==> src/rtl/prog_loader_rom.sv <==
// prog_loader_rom: program store and byte-wise loader for the control unit.
// Accepts a DEPTH-byte image plus a trailing checksum, holds the CPU in reset
// until a good image is present, then serves instruction bytes by PC.
//
// state | meaning
// IDLE  | no image; waiting for load_start_pm
// LOAD  | accepting program bytes into mem
// CHECK | waiting for the checksum byte
// RUN   | image good; CPU released, instructions served
// ERR   | checksum mismatch; CPU held, waiting for a new load
module prog_loader_rom #(
  parameter int ADDR_W = 4,
  parameter int DATA_W = 8,
  parameter int DEPTH  = 16
) (
  input  logic              clk_pm,
  input  logic              rst_pm,
  input  logic              load_start_pm,
  input  logic              ld_valid_pm,
  input  logic [DATA_W-1:0] ld_data_pm,
  output logic              ld_ready_pm,
  output logic [ADDR_W:0]   ld_count_pm,
  output logic              load_done_pm,
  output logic              load_err_pm,
  output logic              cpu_rst_pm,
  input  logic [ADDR_W-1:0] pc_pm,
  output logic [DATA_W-1:0] instruction_pm
);

  localparam logic [2:0] IDLE  = 3'd0;
  localparam logic [2:0] LOAD  = 3'd1;
  localparam logic [2:0] CHECK = 3'd2;
  localparam logic [2:0] RUN   = 3'd3;
  localparam logic [2:0] ERR   = 3'd4;

  localparam logic [ADDR_W:0] LAST_WPTR = (ADDR_W+1)'(DEPTH-1);

  logic [2:0]        state_q, state_d;
  logic [ADDR_W:0]   wptr_q, wptr_d;
  logic [DATA_W-1:0] sum_q, sum_d;
  logic              done_q, done_d;
  logic              err_q, err_d;
  logic              ready_q, ready_d;
  logic              cpu_rst_q, cpu_rst_d;
  logic              mem_we;
  logic              xfer;
  logic [DATA_W-1:0] mem_q [DEPTH];

  assign xfer = ld_valid_pm & ready_q;

  // Next-state, pointer and checksum accumulation; load_start_pm wins over any transfer.
  always_comb begin
    state_d = state_q;
    wptr_d  = wptr_q;
    sum_d   = sum_q;
    done_d  = done_q;
    err_d   = err_q;
    mem_we  = 1'b0;
    if (load_start_pm) begin
      state_d = LOAD;
      wptr_d  = '0;
      sum_d   = '0;
      done_d  = 1'b0;
      err_d   = 1'b0;
    end else begin
      case (state_q)
        LOAD: begin
          if (xfer) begin
            mem_we = 1'b1;
            sum_d  = sum_q + ld_data_pm;
            wptr_d = wptr_q + 1'b1;
            if (wptr_q == LAST_WPTR) state_d = CHECK;
          end
        end
        CHECK: begin
          if (xfer) begin
            if (ld_data_pm == sum_q) begin
              state_d = RUN;
              done_d  = 1'b1;
            end else begin
              state_d = ERR;
              err_d   = 1'b1;
            end
          end
        end
        default: ;
      endcase
    end
  end

  // Output flags are decoded from the state being entered so they are plain flops.
  always_comb begin
    ready_d   = (state_d == LOAD) || (state_d == CHECK);
    cpu_rst_d = (state_d != RUN);
  end

  // State, flags and program memory; reset also wipes the image to NOPs.
  always_ff @(posedge clk_pm) begin
    if (!rst_pm) begin
      state_q   <= IDLE;
      wptr_q    <= '0;
      sum_q     <= '0;
      done_q    <= 1'b0;
      err_q     <= 1'b0;
      ready_q   <= 1'b0;
      cpu_rst_q <= 1'b1;
      for (int i = 0; i < DEPTH; i++) mem_q[i] <= '0;
    end else begin
      state_q   <= state_d;
      wptr_q    <= wptr_d;
      sum_q     <= sum_d;
      done_q    <= done_d;
      err_q     <= err_d;
      ready_q   <= ready_d;
      cpu_rst_q <= cpu_rst_d;
      if (mem_we) mem_q[wptr_q[ADDR_W-1:0]] <= ld_data_pm;
    end
  end

  // Zero-latency instruction fetch; NOP whenever the image is not running.
  always_comb begin
    instruction_pm = (state_q == RUN) ? mem_q[pc_pm] : '0;
  end

  assign ld_ready_pm  = ready_q;
  assign ld_count_pm  = wptr_q;
  assign load_done_pm = done_q;
  assign load_err_pm  = err_q;
  assign cpu_rst_pm   = cpu_rst_q;

endmodule

==> config.mk <==
export PLATFORM = sky130hd
export DESIGN_NAME = prog_loader_rom
export DESIGN_NICKNAME = d
export VERILOG_FILES = /design/src/rtl/prog_loader_rom.sv
export SDC_FILE = /design/constraint.sdc
export NUM_CORES = 1
export LEC_CHECK = 0
export BUFFER_PORTS_ARGS = -buffer_cell sky130_fd_sc_hd__buf_4
export CAP_MARGIN = 10
export CORE_ASPECT_RATIO = 1.2
export CORE_MARGIN = 1
export CORE_UTILIZATION = 55
export CTS_CLUSTER_DIAMETER = 120
export DETAILED_ROUTE_END_ITERATION = 10
export GPL_TIMING_DRIVEN = 0
export PLACE_DENSITY = 0.72
export SLEW_MARGIN = 30
export SYNTH_ARGS = -nofsm -noshare
export SYNTH_HDL_FRONTEND = slang
export SYNTH_SLANG_ARGS = --single-unit
==> constraint.sdc <==
create_clock -name clk_pm -period 3.2 [get_ports clk_pm]
set_input_delay 0.16 -clock clk_pm [delete_from_list [all_inputs] [get_ports clk_pm]]
set_output_delay 0.16 -clock clk_pm [all_outputs]
set_load 0.03 [all_outputs]
==> flow_summary.ini <==
[sta]
slew_violations = 0
finalClockSkew_ps = 6.03
fin_ws_ps = 739
maxSlewHeadroom_pct = 46.1
rsz0062_at_grt = no
worst_pin_slew_ps = 807
setup-tns-final_ps = 0
hold_violations = 0
layout_min_cycle_time_ps = 2460
fmax_mhz = 406
final.period_utilization_pct = 76.9
finalSetupViolCount = 0

[power]
peakVddDrop_mv = 0.344
power_mw = 4.36
cellPowerDensity_nw_per_um2 = 524
p_leak_nw = 3.57

[worst_hold_path]
min_path_type = input port to flop

[finish]
fin_nets = 654
final_layout_size_suffix_gt1_share_pct = 17.7
nFillCells = 955
areaGrowthSynthToFinish_pct = 13.4
fin_area_um2 = 8330
diodes = 0
post-route-util_pct = 64.9

[drt]
drt-wirelength-per-cell_um = 24.4
antenna_left = 0
dr.first_iter.drc_count = 525
vias = 5178
wl_mm = 19.5
first_pass_iters = 5
viasPerCell = 6.46
drc_errors = 0

[synthesis]
avgSynthCellArea_um2 = 12.8
synth_cell_types = 52
ys_seq_area_share_pct = 57.8
synth_area_leaders = edfxtp_1 (52%), and3_1 (11%), mux4_2 (6.7%)
synth_top_family_by_area = simple AND/OR/NAND/NOR gates
yosys-top-cells-count = and3_1 (131), edfxtp_1 (128), nand2_1 (56), clkbuf_1 (28), mux2i_1 (27)
synth-edff-count = 128
synth_compound_area_share_pct = 5.04
synth-xor-area-share_pct = 0.596
syn_area_um2 = 7350
synthCells = 576
ys_warn_count = 0
synthSimpleGateAreaFrac_pct = 19.0
yosysMostFrequentCell = and3_1
yosysTopAreaCell = edfxtp_1
synth_seq_cells = 148
async_reset_ff_share_pct = 0
synth_nets = 605
synth_top_cell_area_share_pct = 52.3
ys.flop_type = edfxtp_1
muxShareOfSynthArea_pct = 11.2
synthAdderAreaFrac_pct = 2.32

[floorplan]
die_h_um = 129
rows = 45
fp.dieW_um = 108
die-area_um2 = 13800
start_util_pct = 57.2
core_area_um2 = 12800
io_pins = 33

[clock_tree]
postCtsSetupRepairBufs = 0
cts_resized = 0
cts_tree = done
clock_latency_ps = 410
htree_levels = 4
cts.reportedPaths.clkPinSlew_ps = 60
cts.sinks = 148
clock_path_buffers = 2
holdBufCountCts = 1
numCtsBuffers = 17
root_buffer = clkbuf_16

[status]
run_status = finished clean

[global_routing]
grt_usage_pct = 30.6
grt_pass1_vias = 5407
grt_pass1_wl_mm = 30.2
grt_max_degree = 17
antenna_found_initial = 0
gr-total-overflow = 0

[critical_path]
worst-path-max-fanout = 10
crit_arrival_ps = 2760
endpoint_kind = flop
crit_type = flop to flop
cp.required_ps = 3490
start_kind = flop

[run]
maxCapViolations = 0

[placed_design]
dp_slack_ps = 813
dp_hpwl_mm = 13.2
gp_congestion = 0.859
io_buffers = 29
dpl_cell_area_um2 = 7770
## cells by family after synthesis
group / Yosys count
AO/OA/AOI/OAI: 52
XOR/XNOR: 5
adder cells (fa/ha/maj): 13
buffers and inverters: 60
flip-flops: 148
multiplexers: 54
AND/OR/NAND/NOR: 244
## registers in the layout (all words and copies together), names as in the netlist
| register | cells |
|---|---|
| mem_q | 128 |
| ld_count_pm | 5 |
| load_err_pm | 1 |
| sum_q | 8 |
| load_done_pm | 1 |
| state_q | 3 |
| ld_ready_pm | 1 |
| cpu_rst_pm | 1 |
## report_power, final
part / internal, mW / leakage [nW] / total, mW / switching, mW
combinational: 0.105 / 1.82 / 0.298 / 0.192
sequential: 2.15 / 1.48 / 2.17 / 0.0201
clock: 1.13 / 0.265 / 1.89 / 0.761
total: 3.39 / 3.57 / 4.36 / 0.974
## layer usage
layer | up-vias | global-route usage, % | wire (um)
met3 | 51 | 5.78 | 1310
met2 | 263 | 51.1 | 9990
met4 | 0 | 14.9 | 744
met5 | - | 0 | 0
met1 | 2563 | 38.4 | 7490
li1 | 2301 | - | -
## worst paths after layout
kind                            slack, ps  cells past startpoint           start           to
worst max register to register        740                      9  ld_count_pm[0]  ld_ready_pm
worst max-delay path                  740                      9  ld_count_pm[0]  ld_ready_pm
worst min register to register        460                      2        sum_q[2]     sum_q[2]
worst min-delay path                  110                      3     ld_valid_pm   state_q[2]
## layout make-up
class                      count  area [um2]  area share (%)
buffer                        53         273            3.27
clock buffer                  20         437            5.24
clock inverter                11         113            1.35
inverter                       7        26.3           0.315
multi-input combinational    368        2810            33.7
sequential                   148        4240            50.9
tap                          164         205            2.46
timing repair buffer          30         228            2.73
## critical path, stage by stage, from the launching register on
cell and delay (ps):
dfxtp_1 460, ha_1 220, clkbuf_1 470, and3_1 240, ha_1 170, nor2b_1 200
nand2b_1 90, a221o_1 340, nand2_1 90, a21oi_1 70
## metrics by stage
stage          hold WS [ps]  std cells
5_1_grt                 107        801
6_report                110        801
3_5_place_dp            438        769
4_1_cts                93.0        801
3_3_place_gp            448        769
2_1_floorplan           294        576
## cells in the final DEF (no fill, tap or decap), types with 3 or more instances in the layout
cell | synthesis | routed
clkbuf_1 | 28 | 31
o211ai_1 | 8 | 8
mux2_2 | 5 | 5
buf_4 | 4 | 33
a32oi_1 | 6 | 6
nand2_1 | 56 | 56
clkinvlp_4 | 0 | 3
buf_1 | 4 | 4
buf_6 | 6 | 6
and3_1 | 131 | 131
mux2i_1 | 27 | 27
inv_1 | 7 | 7
nor2_1 | 14 | 14
o22ai_1 | 8 | 8
a21oi_1 | 11 | 11
clkbuf_16 | 0 | 17
ha_1 | 12 | 12
mux4_2 | 22 | 22
buf_2 | 11 | 11
edfxtp_1 | 128 | 128
dfxtp_1 | 20 | 20
xnor2_1 | 4 | 4
nor3_1 | 4 | 4
a211oi_1 | 3 | 3
clkinv_2 | 0 | 6
nor2b_1 | 6 | 6
nand3_1 | 13 | 13
Note: power is estimated with default switching activity, not from simulation.
